### src/rtl/spw_rx_pkg.sv
// Shared definitions for the SpaceWire receive path: control codes, decoder
// states and the bit positions of the sticky error causes.
package spw_rx_pkg;

   localparam logic [1:0] CTRL_FCT = 2'b00;
   localparam logic [1:0] CTRL_EOP = 2'b01;
   localparam logic [1:0] CTRL_EEP = 2'b10;
   localparam logic [1:0] CTRL_ESC = 2'b11;

   typedef enum logic [1:0] {
      ST_HUNT,
      ST_HUNT_ESC,
      ST_RUN,
      ST_RUN_ESC
   } rx_state_e;

   localparam int ERR_PARITY = 0;
   localparam int ERR_ESCAPE = 1;
   localparam int ERR_CREDIT = 2;
   localparam int ERR_DISC   = 3;

   // Contribution of a character's payload to the next character's parity:
   // all eight bits for data, only the two code bits for control characters.
   function automatic logic char_bits_parity(input logic flag, input logic [7:0] data);
      return flag ? ^data[1:0] : ^data;
   endfunction

endpackage

### src/rtl/rx_disconnect_timer.sv
// Disconnect watchdog: armed and reloaded by every character, pulses timeout
// once when DISC_CYCLES clocks pass without a character.
module rx_disconnect_timer #(
   parameter int DISC_CYCLES = 64
) (
   input  logic clk,
   input  logic rst,
   input  logic reload,
   output logic timeout
);

   localparam int CNT_W = (DISC_CYCLES > 2) ? $clog2(DISC_CYCLES) : 1;
   localparam logic [CNT_W-1:0] LOAD = CNT_W'(DISC_CYCLES - 1);

   logic             armed;
   logic [CNT_W-1:0] count;

   // Disarming at zero makes timeout a single pulse per idle period.
   always_ff @(posedge clk or posedge rst) begin
      if (rst) begin
         armed <= 1'b0;
         count <= '0;
      end else if (reload) begin
         armed <= 1'b1;
         count <= LOAD;
      end else if (armed) begin
         if (count == '0) armed <= 1'b0;
         else             count <= count - 1'b1;
      end
   end

   assign timeout = armed && (count == '0) && !reload;

endmodule

### src/rtl/rx_char_decoder.sv
// SpaceWire receive character decoder: parity, ESC resolution, N-char delivery,
// FCT credit tracking and disconnect detection. Time codes need RX_TIME_CODE_EN.
module rx_char_decoder
   import spw_rx_pkg::*;
#(
   parameter int FCT_MAX     = 7,
   parameter int FCT_CNT_W   = $clog2(FCT_MAX + 1),
   parameter int DISC_CYCLES = 64
) (
   input  logic                 posedge_clk,
   input  logic                 rx_reset,
   input  logic                 char_valid,
   input  logic                 char_flag,
   input  logic                 char_parity,
   input  logic [7:0]           char_data,
   input  logic                 fct_ack,
   output logic                 got_null,
   output logic                 got_null_seen,
   output logic                 got_fct,
   output logic                 got_nchar,
   output logic [8:0]           nchar_data,
   output logic                 got_time_code,
   output logic [7:0]           time_out,
   output logic [FCT_CNT_W-1:0] fct_credit,
   output logic                 rx_error,
   output logic [3:0]           rx_error_cause
);

   localparam logic [FCT_CNT_W-1:0] CREDIT_MAX = FCT_CNT_W'(FCT_MAX);

   rx_state_e            state, state_next;
   logic                 prev_par;
   logic                 disc_timeout;
   logic [1:0]           code;
   logic                 null_p, fct_inc, nchar_p, tc_p;
   logic [8:0]           nchar_val;
   logic                 par_err, esc_err, cred_err;
   logic [3:0]           new_cause;
   logic                 hold;
   logic [FCT_CNT_W-1:0] credit_next;

   assign code = char_data[1:0];

   rx_disconnect_timer #(.DISC_CYCLES(DISC_CYCLES)) u_disc (
      .clk     (posedge_clk),
      .rst     (rx_reset),
      .reload  (char_valid),
      .timeout (disc_timeout)
   );

   always_comb begin
      state_next  = state;
      null_p      = 1'b0;
      fct_inc     = 1'b0;
      nchar_p     = 1'b0;
      nchar_val   = 9'h000;
      tc_p        = 1'b0;
      par_err     = 1'b0;
      esc_err     = 1'b0;
      credit_next = fct_credit;
      if (char_valid) begin
         if (state == ST_RUN || state == ST_RUN_ESC)
            par_err = (prev_par ^ char_parity ^ char_flag) != 1'b1;
         case (state)
            ST_HUNT: begin
               if (char_flag && code == CTRL_ESC) state_next = ST_HUNT_ESC;
            end
            ST_HUNT_ESC: begin
               if (char_flag && code == CTRL_FCT) begin
                  null_p     = 1'b1;
                  state_next = ST_RUN;
               end else begin
                  state_next = ST_HUNT;
               end
            end
            ST_RUN: begin
               if (!char_flag) begin
                  nchar_p   = 1'b1;
                  nchar_val = {1'b0, char_data};
               end else begin
                  case (code)
                     CTRL_FCT: fct_inc = 1'b1;
                     CTRL_EOP: begin nchar_p = 1'b1; nchar_val = 9'h100; end
                     CTRL_EEP: begin nchar_p = 1'b1; nchar_val = 9'h101; end
                     default:  state_next = ST_RUN_ESC;
                  endcase
               end
            end
            default: begin
               state_next = ST_RUN;
               if (char_flag) begin
                  if (code == CTRL_FCT) null_p  = 1'b1;
                  else                  esc_err = 1'b1;
               end
`ifdef RX_TIME_CODE_EN
               else tc_p = 1'b1;
`endif
            end
         endcase
      end
      cred_err = fct_inc && !fct_ack && (fct_credit == CREDIT_MAX);
      if (fct_inc && !fct_ack && !cred_err)
         credit_next = fct_credit + 1'b1;
      else if (!fct_inc && fct_ack && fct_credit != '0)
         credit_next = fct_credit - 1'b1;
      new_cause = '0;
      new_cause[ERR_PARITY] = par_err;
      new_cause[ERR_ESCAPE] = esc_err;
      new_cause[ERR_CREDIT] = cred_err;
      new_cause[ERR_DISC]   = disc_timeout;
      hold = rx_error || (|new_cause);
   end

   always_ff @(posedge posedge_clk or posedge rx_reset) begin
      if (rx_reset) state <= ST_HUNT;
      else if (!hold) state <= state_next;
   end

   // Once an error latches, only the previous-character parity keeps tracking.
   always_ff @(posedge posedge_clk or posedge rx_reset) begin
      if (rx_reset) begin
         prev_par       <= 1'b0;
         got_null       <= 1'b0;
         got_null_seen  <= 1'b0;
         got_fct        <= 1'b0;
         got_nchar      <= 1'b0;
         nchar_data     <= '0;
         fct_credit     <= '0;
         rx_error       <= 1'b0;
         rx_error_cause <= '0;
      end else begin
         if (char_valid) prev_par <= char_bits_parity(char_flag, char_data);
         got_null  <= 1'b0;
         got_fct   <= 1'b0;
         got_nchar <= 1'b0;
         if (!rx_error) begin
            if (|new_cause) begin
               rx_error       <= 1'b1;
               rx_error_cause <= new_cause;
            end else begin
               fct_credit <= credit_next;
               got_null   <= null_p;
               got_fct    <= fct_inc;
               got_nchar  <= nchar_p;
               if (null_p)  got_null_seen <= 1'b1;
               if (nchar_p) nchar_data    <= nchar_val;
            end
         end
      end
   end

`ifdef RX_TIME_CODE_EN
   always_ff @(posedge posedge_clk or posedge rx_reset) begin
      if (rx_reset) begin
         got_time_code <= 1'b0;
         time_out      <= '0;
      end else begin
         got_time_code <= tc_p && !hold;
         if (tc_p && !hold) time_out <= char_data;
      end
   end
`else
   assign got_time_code = 1'b0;
   assign time_out      = '0;
`endif

endmodule

### config.mk
export PLATFORM = sky130hd
export DESIGN_NAME = rx_char_decoder
export DESIGN_NICKNAME = d
export VERILOG_FILES = /design/src/rtl/spw_rx_pkg.sv /design/src/rtl/rx_disconnect_timer.sv /design/src/rtl/rx_char_decoder.sv
export SDC_FILE = /design/constraint.sdc
export NUM_CORES = 1
export LEC_CHECK = 0
export BUFFER_PORTS_ARGS = -buffer_cell sky130_fd_sc_hd__buf_2
export CAP_MARGIN = 20
export CORE_ASPECT_RATIO = 0.8
export CORE_MARGIN = 2
export CORE_UTILIZATION = 25
export CTS_CLUSTER_SIZE = 30
export DETAILED_ROUTE_END_ITERATION = 7
export PLACE_DENSITY = 0.52
export SYNTH_ARGS = -nofsm -noshare
export SYNTH_HDL_FRONTEND = slang
export SYNTH_SLANG_ARGS = --single-unit
### constraint.sdc
create_clock -name posedge_clk -period 2.5 [get_ports posedge_clk]
set_input_delay 0.375 -clock posedge_clk [delete_from_list [all_inputs] [get_ports posedge_clk]]
set_output_delay 0.375 -clock posedge_clk [all_outputs]
set_load 0.01 [all_outputs]
==> results of run 1 <==
[power groups by stage]
stage               Sequential [uW]  Clock (uW)  Combinational, uW
floorplan                       542           0               84.6
global placement                539           0                121
detailed placement              539           0                121
CTS                             529         498                122
global route                    531         525                135
finish                          529         481                119
[synthesized netlist by cell type (2+ instances only)]
master	number	area share, %
and3b_1	2	1.0
inv_1	14	3.1
a21oi_1	3	0.88
and3_4	2	1.3
buf_4	10	4.4
nor2_1	9	2.0
nand3b_1	2	0.88
mux2_2	4	2.6
ha_1	5	3.6
nand3_1	3	0.88
nand2_1	13	2.8
nand2b_1	6	2.2
o21bai_1	2	0.88
or3_1	2	0.73
mux2i_1	7	4.1
dfrtp_1	31	45
xor2_1	2	1.0
and3_1	4	1.5
or2_2	2	0.73
o31ai_1	2	0.88
xnor2_1	8	4.1
nor4_1	2	0.73
o21ai_0	4	1.2
nor3_1	2	0.58
[sequential cells by signal, summed over array words and instances (netlist names)]
| register | count |
|---|---|
| fct_credit | 3 |
| got_fct | 1 |
| got_nchar | 1 |
| got_null | 1 |
| got_null_seen | 1 |
| nchar_data | 9 |
| prev_par | 1 |
| rx_error | 1 |
| rx_error_cause | 4 |
| state | 2 |
| u_disc.armed | 1 |
| u_disc.count | 6 |
[area by class of cell]
type,count,area [um2],share of cell area [%]
clock buffers,6,72.6,3.50
well taps,84,105,5.08
repair buffers,39,208,10.0
inverters,14,52.6,2.54
clock inverters,1,30.0,1.45
multi-input cells,111,827,39.9
flip-flops and latches,31,776,37.5
[metal layers]
metal / track usage (%) / wire length [um] / vias to the layer above
met3: 2.78 / 189 / 5
met1: 14.9 / 1880 / 548
li1: - / - / 604
met5: 0 / 0 / -
met4: 4.23 / 36 / 0
met2: 13.5 / 1450 / 30
[logic make-up after synthesis]
family / Yosys count / synth area share (%)
compound gates: 17 / 6.42
other cells: 1 / 0.219
fa+ha+maj: 6 / 4.82
xor+xnor: 12 / 7.81
simple gates: 55 / 19.3
flops: 31 / 45.3
mux: 12 / 7.59
buf+inv: 27 / 8.54
[stage by stage]
step / utilization (%) / instances / power, uW / hold WS [ns] / worst slack [ns]
2_1_floorplan: - / 169 / 626 / 0.473 / 0.395
3_3_place_gp: 30.2 / 279 / 660 / 0.424 / 0.201
3_5_place_dp: 30.2 / 279 / 660 / 0.425 / 0.172
4_1_cts: 31.8 / 286 / 1150 / 0.113 / 0.140
5_1_grt: 31.8 / 286 / 1190 / 0.145 / 0.0938
6_report: 31.8 / 286 / 1130 / 0.0985 / 0.246
[worst min-delay path by stage]
stage | end
finish | u_disc.count[4]
global route | u_disc.count[4]
CTS | u_disc.count[4]
detailed placement | u_disc.count[4]
global placement | u_disc.count[4]
floorplan | u_disc.count[1]
==> flow_summary.json, run 1 <==
{
  "status": "completed",
  "layout.nets": 222,
  "reg2reg_slack_ns": 0.25,
  "p_leak_uw": 0.00108,
  "start_util_pct": 26.3,
  "dp_hpwl_um": 2740,
  "crit_path_end": "fct_credit[1]",
  "min_period_ns": 2.25,
  "power.switching_uw": 263,
  "hold_viol_final": 0,
  "synth_edf_count": 0,
  "antenna_found_initial": 0,
  "place_area_um2": 1960,
  "syn_area_um2": 1710,
  "rows": 26,
  "synthCells": 161,
  "rr_worst_depth": 7,
  "clkSinkCount": 31,
  "coreArea_um2": 6510,
  "clockRootBuffer": "clkbuf_8",
  "clock_path_buffers": 2,
  "critPathRequiredTime_ns": 2.66,
  "first_iter_violations": 48,
  "p_per_area_nw_per_um2": 545,
  "die-area_um2": 7540,
  "hold_class": "in2async",
  "peakVddDrop_mv": 0.237,
  "critPathMaxFanout": 11,
  "cellInternalPower_uw": 866,
  "fmax_mhz": 444,
  "htreeDepth": 2,
  "fin_setup_tns_ns": 0,
  "fin_skew_ns": 0.00618,
  "vias": 1187,
  "routedWlPerCell_um": 12.4,
  "seq_area_frac_synth_pct": 45.3,
  "end_kind": "flip-flop",
  "rsz0062_at_grt": "no",
  "grt_use_total_pct": 10.0,
  "grt.overflow.total": 0,
  "final_area_um2": 2070,
  "tightest_slew_ns": 0.626,
  "clock_latency_ns": 0.28,
  "vias_per_cell": 4.15,
  "post_cts_resized": 0,
  "async_reset_ff_share_pct": 100,
  "area_delta_synth_final_pct": 20.8,
  "cts.clk_slew.worst_paths_ns": 0.07,
  "cp_num_cells": 7,
  "layout_common_cells": "buf_2 (34), dfrtp_1 (31), inv_1 (14)",
  "finalWirelength_um": 3550,
  "timing.rr.end": "fct_credit[1]",
  "crit_start": "u_disc.count[0]",
  "cts_tree": "done",
  "first_pass_iters": 4,
  "worst_path_largest_cell_delay_ns": 0.49,
  "boundaryPins": 44,
  "port_buffers": 34,
  "final_common_cell": "buf_2",
  "n_fill_cell": 714,
  "hold_buffers": 0,
  "p_sw_share_pct": 23.3,
  "drive_above_1_share_pct": 28.7,
  "ys_types": 44,
  "grt_pass1_wl_um": 5730,
  "cts_made_buffers": 5,
  "grt_max_degree": 14,
  "n_antenna_cell": 0,
  "ys.flop_type": "dfrtp_1",
  "post_cts_buffers": 0,
  "drv_slew": 0,
  "maxCapViolCount": 0,
  "cpMaxStageDelayCell": "or4b_4",
  "critPathBufInv": 1,
  "routabilityCongestion": 0.730,
  "setup.worst_path.class": "reg2reg",
  "antenna_left": 0,
  "r2r_start": "u_disc.count[0]",
  "fp.dieH_um": 78.1,
  "drc": 0,
  "die_w_um": 96.6,
  "syn_area_per_cell_um2": 10.6,
  "worstSetupStartpointType": "flip-flop",
  "pwr-share-clk_pct": 42.6,
  "cp.arrival_ns": 2.42,
  "power_frac_comb_pct": 10.6,
  "worstPathCellList": "inv_1 > ha_1 > or4b_4 > nor4b_4 > nor3_2 > and3_4 > mux2_4",
  "crit_family": "simple AND/OR/NAND/NOR gates",
  "fin_crit_sh_pct": 90.2,
  "seqPwrFrac_pct": 46.9,
  "first_global_vias": 1181,
  "slew_headroom_pct": 58.0,
  "yosys_register_bits": 31,
  "yosysWarnings": 0,
  "finalSetupViolCount": 0
}
No activity file was read; power rests on OpenSTA's default activity.
==> inputs of run 2 (changes only) <==
--- a/config.mk
+++ b/config.mk
@@ -5,6 +5,7 @@
 export SDC_FILE = /design/constraint.sdc
 export NUM_CORES = 1
 export LEC_CHECK = 0
+export ABC_AREA = 1
 export BUFFER_PORTS_ARGS = -buffer_cell sky130_fd_sc_hd__buf_2
 export CAP_MARGIN = 20
 export CORE_ASPECT_RATIO = 0.8
@@ -12,6 +13,7 @@
 export CORE_UTILIZATION = 25
 export CTS_CLUSTER_SIZE = 30
 export DETAILED_ROUTE_END_ITERATION = 7
+export GPL_TIMING_DRIVEN = 0
 export PLACE_DENSITY = 0.52
 export SYNTH_ARGS = -nofsm -noshare
 export SYNTH_HDL_FRONTEND = slang
==> run 2 against run 1 <==
Register-to-register slack better by 0.39 ns. Critical path depth is 3 higher. Hold slack better by 0.13 ns. Sequential share of layout area is 2.3 points lower. Non-clock buffer count is 6 higher. First-iteration DRC count is 13% higher. Sequential power is 3% lower. Fmax is 15% higher. Combinational power is 5% lower. Critical endpoint is now fct_credit[2]. Largest cell class unchanged. Largest power group unchanged.
==> flow_summary.json, run 2 <==
{
  "yosysMostFrequentCell": "nand2_1",
  "post_cts_buffers": 0,
  "area_delta_synth_final_pct": 24.3,
  "final_area_um2": 2210,
  "peakVddDrop_mv": 0.168,
  "place_area_um2": 2110,
  "synthCells": 215,
  "coreArea_um2": 6890,
  "rr_worst_depth": 8,
  "cpMaxStageDelayCell": "fa_1",
  "slew_headroom_pct": 47.9,
  "clock_path_buffers": 2,
  "tightest_slew_ns": 0.780,
  "first_iter_violations": 54,
  "fp.dieH_um": 79.4,
  "drc": 0,
  "die-area_um2": 7800,
  "cpMostUsedCell": "nand2_1",
  "die_w_um": 98.3,
  "cts.clk_slew.worst_paths_ns": 0.07,
  "antenna_left": 0,
  "worstSetupStartpointType": "input port",
  "antenna_found_initial": 0,
  "routedWlPerCell_um": 10.7,
  "async_reset_ff_share_pct": 100,
  "p_per_area_nw_per_um2": 482,
  "critPathRequiredTime_ns": 2.67,
  "seq_area_frac_synth_pct": 43.7,
  "reg2reg_slack_ns": 0.64,
  "dp_hpwl_um": 2940,
  "finalSetupViolCount": 0,
  "fin_setup_tns_ns": 0,
  "vias": 1431,
  "routabilityCongestion": 0.780,
  "fin_crit_sh_pct": 78.1,
  "boundaryPins": 44,
  "vias_per_cell": 4.07,
  "yosys-top-cells-count": "nand2_1 (71), dfrtp_1 (31), inv_1 (22), nand3_1 (18), nor2_1 (11)",
  "netlist_top_cells_area": "dfrtp_1 (44%), nand2_1 (15%), nand3_1 (5.1%)",
  "largest_registers": "nchar_data x9, u_disc.count x6, rx_error_cause x4",
  "synth_edf_count": 0,
  "fmax_mhz": 512,
  "status": "completed",
  "fin_skew_ns": 0.00596,
  "r2r_start": "state[0]",
  "clockRootBuffer": "clkbuf_8",
  "hold_buffers": 0,
  "drv_slew": 0,
  "min_period_ns": 1.95,
  "end_kind": "flip-flop",
  "first_global_vias": 1436,
  "rsz0062_at_grt": "no",
  "finalWirelength_um": 3760,
  "post_cts_resized": 0,
  "p_leak_uw": 0.00124,
  "n_antenna_cell": 0,
  "top_usage_layer": "met2",
  "register_area_um2": 776,
  "maxCapViolCount": 0,
  "netlist.area_leader.share_pct": 43.7,
  "synth_area_leader_cell": "dfrtp_1",
  "largest_reg_flops": 9,
  "yosys_register_bits": 31,
  "worstPathCellList": "buf_2 > inv_1 > ha_1 > nand2_1 > nor2_2 > nand3b_1 > fa_1 > xnor3_1 > nand2_1 > nand2_1",
  "power_uw": 1070,
  "n_fill_cell": 761,
  "grt_util_met3_pct": 3.24,
  "worst_path_largest_cell_delay_ns": 0.42,
  "hold_viol_final": 0,
  "use_met2_pct": 16.0,
  "holdWs_ns": 0.227,
  "critPathMaxFanout": 3,
  "timing.rr.end": "fct_credit[2]",
  "multi_input_area_um2": 851,
  "grt_max_degree": 18,
  "drive_above_1_share_pct": 25.3,
  "ys.flop_type": "dfrtp_1",
  "first_pass_iters": 4,
  "hold_class": "in2async",
  "syn_area_um2": 1780,
  "port_buffers": 33,
  "ys_types": 31,
  "start_util_pct": 25.8,
  "syn_area_per_cell_um2": 8.26,
  "clock_latency_ns": 0.28,
  "layout_common_cells": "nand2_1 (71), buf_2 (33), dfrtp_1 (31)",
  "layout.nets": 284,
  "cts_made_buffers": 5,
  "grt_use_total_pct": 10.4,
  "yosysWarnings": 0,
  "grt_pass1_wl_um": 6510,
  "largest_register": "nchar_data",
  "cp.arrival_ns": 2.12,
  "htreeDepth": 2,
  "rows": 27,
  "clkSinkCount": 31,
  "grt.overflow.total": 0,
  "grt_util_met1_pct": 14.1,
  "final_common_cell": "nand2_1",
  "setup.worst_path.class": "in2reg",
  "cts_tree": "done"
}
[run 2: how the worst max path moves through the flow]
| stage | startpoint | endpoint | slack [ns] | cells after the start |
|---|---|---|---|---|
| after floorplan | char_data[0] | fct_credit[2] | 0.53 | 9 |
| final | char_data[0] | fct_credit[2] | 0.55 | 10 |
| after global placement | char_data[0] | fct_credit[2] | 0.26 | 10 |
| after global routing | char_data[0] | fct_credit[2] | 0.39 | 10 |
| after detailed placement | char_data[0] | fct_credit[2] | 0.22 | 10 |
| after CTS | char_data[0] | fct_credit[2] | 0.53 | 10 |
[run 2: logic make-up after synthesis]
logic type               count (synthesis)  synth area share [%]
AO/OA/AOI/OAI                           11                  3.45
XOR/XNOR                                 7                  4.23
adder cells (fa/ha/maj)                  6                  4.65
buffers and inverters                   37                  10.1
flip-flops                              31                  43.7
other                                    1                 0.211
AND/OR/NAND/NOR                        122                  33.7
[run 2: critical path, delay by kind of cell]
| kind | cells | cell delay (ns) |
|---|---|---|
| fa+ha+maj | 2 | 0.67 |
| simple gates | 5 | 0.54 |
| xor+xnor | 1 | 0.33 |
| buf+inv | 2 | 0.19 |
[run 2: area by class of cell]
cell class | instances | share of cell area [%]
Timing Repair Buffer | 34 | 8.73
Inverter | 26 | 4.42
Sequential cell | 31 | 35.1
Multi-Input combinational cell | 155 | 38.5
Buffer | 11 | 3.74
Clock buffer | 8 | 4.53
Tap cell | 87 | 4.93
[run 2: per-stage QoR]
| step | setup slack (ns) | utilization (%) | std cells |
|---|---|---|---|
| final | 0.547 | 32.0 | 352 |
| after CTS | 0.527 | 32.0 | 352 |
| after global placement | 0.258 | 30.2 | 343 |
| after floorplan | 0.533 | - | 223 |
| after detailed placement | 0.224 | 30.6 | 344 |
| after global routing | 0.386 | 32.0 | 352 |
[run 2: where the power goes]
group | leakage (uW) | switching [uW] | internal (uW) | total [uW]
registers | 0.000388 | 5.16 | 508 | 513
clock network | 0.0000515 | 188 | 251 | 439
logic | 0.000796 | 66.4 | 46.4 | 113
[run 2: routing by layer]
layer | share of wire, % | vias up | wire length, um
met1 | 51 | 642 | 1930
met3 | 5.3 | 4 | 199
met2 | 43 | 31 | 1600
met5 | 0 | - | 0
met4 | 0.77 | 0 | 29
li1 | - | 754 | -
